[src/rtl/aes_core_arbiter.sv]
// ---------------------------------------------------------------------------
// aes_core_arbiter
//   Shares one AES encryption core between two requesters (ch0, ch1).
//   Jobs are granted round-robin. The granted plaintext/key is latched and
//   driven to the core, which is held enabled until it reports done or a
//   timeout expires. The ciphertext (or all-zero on timeout) is then returned
//   with the channel id over a valid/ready response port. A mandatory idle
//   gap follows every job so the core always sees a fresh enable rise.
//
// Parameters
//   TIMEOUT_CYCLES : max cycles core_en stays high per job (1..255)
//   GAP_CYCLES     : min cycles core_en stays low between jobs (1..15)
//
// Ports
//   AES_clk, AES_rst_n        : clock (rising edge), async active-low reset
//   req{0,1}_valid/_ready     : job request handshake per channel
//   req{0,1}_data/_key        : 128-bit plaintext / key per channel
//   rsp_valid/rsp_ready       : response handshake
//   rsp_id, rsp_data          : responding channel, ciphertext
//   rsp_timeout               : job aborted by timeout (rsp_data is zero)
//   core_en, core_data_in,
//   core_key_in               : drive the AES core
//   core_data_out,
//   core_out_valid            : result from the AES core
// ---------------------------------------------------------------------------
module aes_core_arbiter #(
    parameter int TIMEOUT_CYCLES = 64,
    parameter int GAP_CYCLES     = 2
) (
    input  logic         AES_clk,
    input  logic         AES_rst_n,
    input  logic         req0_valid,
    output logic         req0_ready,
    input  logic [127:0] req0_data,
    input  logic [127:0] req0_key,
    input  logic         req1_valid,
    output logic         req1_ready,
    input  logic [127:0] req1_data,
    input  logic [127:0] req1_key,
    output logic         rsp_valid,
    input  logic         rsp_ready,
    output logic         rsp_id,
    output logic [127:0] rsp_data,
    output logic         rsp_timeout,
    output logic         core_en,
    output logic [127:0] core_data_in,
    output logic [127:0] core_key_in,
    input  logic [127:0] core_data_out,
    input  logic         core_out_valid
);

    typedef enum logic [1:0] {
        IDLE = 2'd0,
        RUN  = 2'd1,
        RESP = 2'd2,
        GAP  = 2'd3
    } state_e;

    localparam logic [7:0] TimeoutLast = 8'(TIMEOUT_CYCLES - 1);
    localparam logic [7:0] GapLast     = 8'(GAP_CYCLES - 1);

    state_e       state_q, state_d;
    logic         rr_last_q, rr_last_d;
    logic         id_q, id_d;
    logic [7:0]   cnt_q, cnt_d;
    logic [127:0] data_q, data_d;
    logic [127:0] key_q, key_d;
    logic [127:0] rsp_data_q, rsp_data_d;
    logic         rsp_timeout_q, rsp_timeout_d;
    logic         grant0, grant1;

    // Grant decision. On a tie the channel that was not served last wins.
    // Gated by reset so no ready pulse can escape while reset is asserted.
    always_comb begin
        grant0 = 1'b0;
        grant1 = 1'b0;
        if (AES_rst_n && (state_q == IDLE)) begin
            grant0 = req0_valid && (!req1_valid || rr_last_q);
            grant1 = req1_valid && (!req0_valid || !rr_last_q);
        end
    end

    // State register and all datapath registers.
    always_ff @(posedge AES_clk or negedge AES_rst_n) begin
        if (!AES_rst_n) begin
            state_q       <= IDLE;
            rr_last_q     <= 1'b1;
            id_q          <= 1'b0;
            cnt_q         <= 8'd0;
            data_q        <= 128'd0;
            key_q         <= 128'd0;
            rsp_data_q    <= 128'd0;
            rsp_timeout_q <= 1'b0;
        end else begin
            state_q       <= state_d;
            rr_last_q     <= rr_last_d;
            id_q          <= id_d;
            cnt_q         <= cnt_d;
            data_q        <= data_d;
            key_q         <= key_d;
            rsp_data_q    <= rsp_data_d;
            rsp_timeout_q <= rsp_timeout_d;
        end
    end

    // Next-state and datapath update. cnt_q is shared: it counts enable
    // cycles in RUN and idle cycles in GAP, and is cleared on every entry.
    // In RUN a core result always takes priority over an expiring timeout.
    always_comb begin
        state_d       = state_q;
        rr_last_d     = rr_last_q;
        id_d          = id_q;
        cnt_d         = cnt_q;
        data_d        = data_q;
        key_d         = key_q;
        rsp_data_d    = rsp_data_q;
        rsp_timeout_d = rsp_timeout_q;
        unique case (state_q)
            IDLE: begin
                if (grant0) begin
                    data_d    = req0_data;
                    key_d     = req0_key;
                    id_d      = 1'b0;
                    rr_last_d = 1'b0;
                    cnt_d     = 8'd0;
                    state_d   = RUN;
                end else if (grant1) begin
                    data_d    = req1_data;
                    key_d     = req1_key;
                    id_d      = 1'b1;
                    rr_last_d = 1'b1;
                    cnt_d     = 8'd0;
                    state_d   = RUN;
                end
            end
            RUN: begin
                if (core_out_valid) begin
                    rsp_data_d    = core_data_out;
                    rsp_timeout_d = 1'b0;
                    state_d       = RESP;
                end else if (cnt_q == TimeoutLast) begin
                    rsp_data_d    = 128'd0;
                    rsp_timeout_d = 1'b1;
                    state_d       = RESP;
                end else begin
                    cnt_d = cnt_q + 8'd1;
                end
            end
            RESP: begin
                if (rsp_ready) begin
                    cnt_d   = 8'd0;
                    state_d = GAP;
                end
            end
            GAP: begin
                if (cnt_q == GapLast) begin
                    state_d = IDLE;
                end else begin
                    cnt_d = cnt_q + 8'd1;
                end
            end
            default: state_d = IDLE;
        endcase
    end

    // Outputs: enable and response valid follow the state directly, so
    // an asynchronous reset drops them in the same cycle.
    always_comb begin
        req0_ready   = grant0;
        req1_ready   = grant1;
        core_en      = (state_q == RUN);
        rsp_valid    = (state_q == RESP);
        rsp_id       = id_q;
        rsp_data     = rsp_data_q;
        rsp_timeout  = rsp_timeout_q;
        core_data_in = data_q;
        core_key_in  = key_q;
    end

endmodule

[config.mk]
export PLATFORM = sky130hd
export DESIGN_NAME = aes_core_arbiter
export DESIGN_NICKNAME = d
export VERILOG_FILES = /design/src/rtl/aes_core_arbiter.sv
export SDC_FILE = /design/constraint.sdc
export NUM_CORES = 1
export LEC_CHECK = 0
export ABC_AREA = 1
export ABC_CLOCK_PERIOD_IN_PS = 2800
export CAP_MARGIN = 15
export CELL_PAD_IN_SITES_DETAIL_PLACEMENT = 0
export CELL_PAD_IN_SITES_GLOBAL_PLACEMENT = 1
export CORE_AREA = 2 2 406 408
export CTS_BUF_LIST = sky130_fd_sc_hd__clkbuf_4
export CTS_CLUSTER_SIZE = 30
export DETAILED_ROUTE_END_ITERATION = 10
export DIE_AREA = 0 0 408 410
export PLACE_DENSITY_LB_ADDON = 0.15
export SYNTH_ARGS = -nofsm -noshare
export SYNTH_HDL_FRONTEND = slang
export SYNTH_SLANG_ARGS = --single-unit
[constraint.sdc]
create_clock -name AES_clk -period 2.8 [get_ports AES_clk]
set_input_delay 0.28 -clock AES_clk [delete_from_list [all_inputs] [get_ports AES_clk]]
set_output_delay 0.28 -clock AES_clk [all_outputs]
set_load 0.05 [all_outputs]
==> results.ini <==
[final_layout]
nNetsFinal = 4481
fill_cells = 18230
layout_common_cells = 980 x clkdlybuf4s50_1, 944 x nand2_1, 644 x dlygate4sd3_1
final_common_cell = clkdlybuf4s50_1
area_growth_syn_to_layout_pct = 126.3
drive_gt1_share_pct = 8.047
fin_area_um2 = 38920

[timing]
tightest_slew_ps = 928.6
clock.fmax_ghz = 0.3806
fin_hold_ws_ps = 231.5
finalHoldViolations = 0
fin_crit_sh_pct = 93.84
finalClockSkew_ps = 108.7
rsz0062_at_grt = true
slew_violations = 0
maxSlewHeadroom_pct = 38.10
fin_crit_ps = 2627
finalSetupViolations = 0

[floorplanning]
initial_core_util_pct = 10.52
num_rows = 149
core_um2 = 163500
die_w_um = 408
die_h_um = 410
pin_count = 1036
die_area_um2 = 167300

[power]
power.static_leakage_nw = 16.18
power_density_nw_per_um2 = 1131
power_mw = 44.01
peakVddDrop_mv = 0.3996

[placement]
gp_congestion = 0.7716
hpwlAfterDp_mm = 88.86
numPortBuffers = 1035
place_area_um2 = 30450

[setup_path]
critPathMostFrequentCell = nand2_1
cp.required_ps = 3710
critPathMaxStageDelay_ps = 570
critical_path.cell_chain = inv_1 -> nand2_1 -> nand4_4 -> inv_12 -> buf_4 -> buf_16 -> nand2_1 -> a31oi_1 -> dlygate4sd3_1
crit_type = flop to flop
end_kind = flop
reg2regPathDepth = 9
worstSetupStartpointType = flop
crit_fanout = 64
r2r_slack_ps = 170
reg2reg_from = rr_last_q
cp_data_arrival_time_ps = 3540
r2r_end = core_key_in[82]
crit_path_top_delay_cell = dlygate4sd3_1

[route]
postRouteAntennaNets = 0
wl_mm = 119.3
drc_errors = 0
vias = 21600
drt_iter0_markers = 915
routedWlPerCell_um = 19.43
drtPass1Iterations = 5
avgViaCountPerCell = 3.517

[synthesis]
yosysWarnings = 0
syn_inst = 2074
ys_ff_latch = 397
synth_area_um2 = 17200
yosysSeqAreaShare_pct = 57.77
ys_types = 22
synth.avg_cell_area_um2 = 8.292
synth_fp_nets = 2726

[hold_path]
min_path_cells = 8
min_path_type = primary input to flop
min-delay-start = rsp_ready
hold_end = cnt_q[7]

[clock_tree]
clk_pin_slew_ps = 60
cts_made_buffers = 145
cts_buffer_depth = 3
clk_root_buffer_cell = clkbuf_4
clkLatencyLatePin_ps = 1070
htreeDepth = 4
cts_tree = yes
cts_sinks = 397

[flow_run]
max_cap_violations = 0

[grt]
gr-total-overflow = 0
track_usage_pct = 13.85
grt_pass1_vias = 23220
grt_start_max_net_pins = 129
grt_first_pass_wirelength_mm = 168.5
antenna_found_initial = 56

[run_status]
outcome = finished clean

## cell type report
cell class	instances	area, um^2	share of cell area, %
clock buffer	214	1607	4.128
sequential	397	9936	25.53
multi-input combinational	1514	6502	16.71
inverter	22	97.59	0.2507
timing repair buffer	1748	17680	45.42
clock inverter	31	289.0	0.7426
timing repair inverter	1	8.758	0.02250
tap	2189	2739	7.037
antenna	26	65.06	0.1672
## worst max-delay path by stage
stage | end | start | slack (ps) | cells past startpoint
5_1_grt | req0_ready | state_q[0] | -50 | 6
2_1_floorplan | rr_last_q | state_q[0] | 840 | 6
3_5_place_dp | core_key_in[108] | req1_valid | 410 | 7
4_1_cts | req0_ready | state_q[0] | -70 | 6
3_3_place_gp | core_key_in[108] | req1_valid | 410 | 7
6_report | core_key_in[82] | rr_last_q | 170 | 9
## metrics by stage
| step | utilization (%) | TNS, ps | setup WS [ps] | std cells |
|---|---|---|---|---|
| floorplan | - | 0 | 835.4 | 2074 |
| global placement | 18.62 | 0 | 406.9 | 5221 |
| detailed placement | 18.62 | 0 | 406.3 | 5221 |
| CTS | 23.73 | -65.97 | -65.97 | 6113 |
| global route | 23.80 | -133.5 | -49.25 | 6139 |
| finish | 23.81 | 0 | 172.6 | 6142 |
## power breakdown
group | internal [mW] | leakage, nW | switching [mW]
logic | 10.3 | 10.5 | 16.4
clock network | 3.93 | 1.11 | 3.25
registers | 8.49 | 4.60 | 1.63
total | 22.7 | 16.2 | 21.3
## layer usage
layer,track usage (%),up-vias,part of all wire [%]
met5,0,-,0.16
met4,4.847,28,3.0
met3,5.625,245,8.4
met2,23.37,833,48
met1,15.72,10150,40
li1,-,10350,-
## cell usage after synthesis
| master | n | share of area, % |
|---|---|---|
| a21oi_1 | 2 | 0.058 |
| a31oi_1 | 256 | 9.3 |
| buf_1 | 10 | 0.22 |
| buf_2 | 79 | 2.3 |
| buf_4 | 14 | 0.61 |
| buf_6 | 8 | 0.52 |
| clkbuf_1 | 30 | 0.65 |
| clkinv_1 | 1 | 0.022 |
| dfrtp_1 | 396 | 58 |
| dfstp_2 | 1 | 0.15 |
| ha_1 | 6 | 0.44 |
| inv_1 | 21 | 0.46 |
| nand2_1 | 944 | 21 |
| nand2_2 | 2 | 0.073 |
| nand3_1 | 14 | 0.41 |
| nand4_1 | 7 | 0.25 |
| nand4_2 | 1 | 0.073 |
| nor2_1 | 277 | 6.0 |
| nor3_1 | 1 | 0.029 |
| o21ai_0 | 2 | 0.058 |
| or2_2 | 1 | 0.036 |
| xnor2_1 | 1 | 0.051 |
## registers in the layout, summed over array words and instances, names as in the netlist
signal,count
core_data_in,128
core_key_in,128
rsp_data,128
cnt_q,8
state_q,2
rr_last_q,1
rsp_id,1
rsp_timeout,1
## critical path, delay by kind of cell (launching register included)
family | cells | cell delay, ps
compound gates | 1 | 160
buf+inv | 5 | 1380
flops | 1 | 560
simple gates | 3 | 350
## kinds of logic (layout without fill, tap and decap cells)
family	after synthesis	count (layout)	share of synthesized area [%]
and+or+nand+nor	1247	1247	27.52
other	0	26	0
xor gates and xnor gates	1	1	0.05094
AOI/OAI and AO/OA	260	260	9.429
adders and majority gates	6	6	0.4365
buffers and inverters	163	2016	4.787
DFF	397	397	57.77
## what timing repair did
item,in CTS,in global routing
gates cloned,1,1
hold buffers,644,0
endpoints found under the setup margin,51,19
resized for setup,62,7
pin swaps,2,2
setup buffers,2,2
endpoints found under the hold margin,759,0
Power figures use the tool's default switching activity.
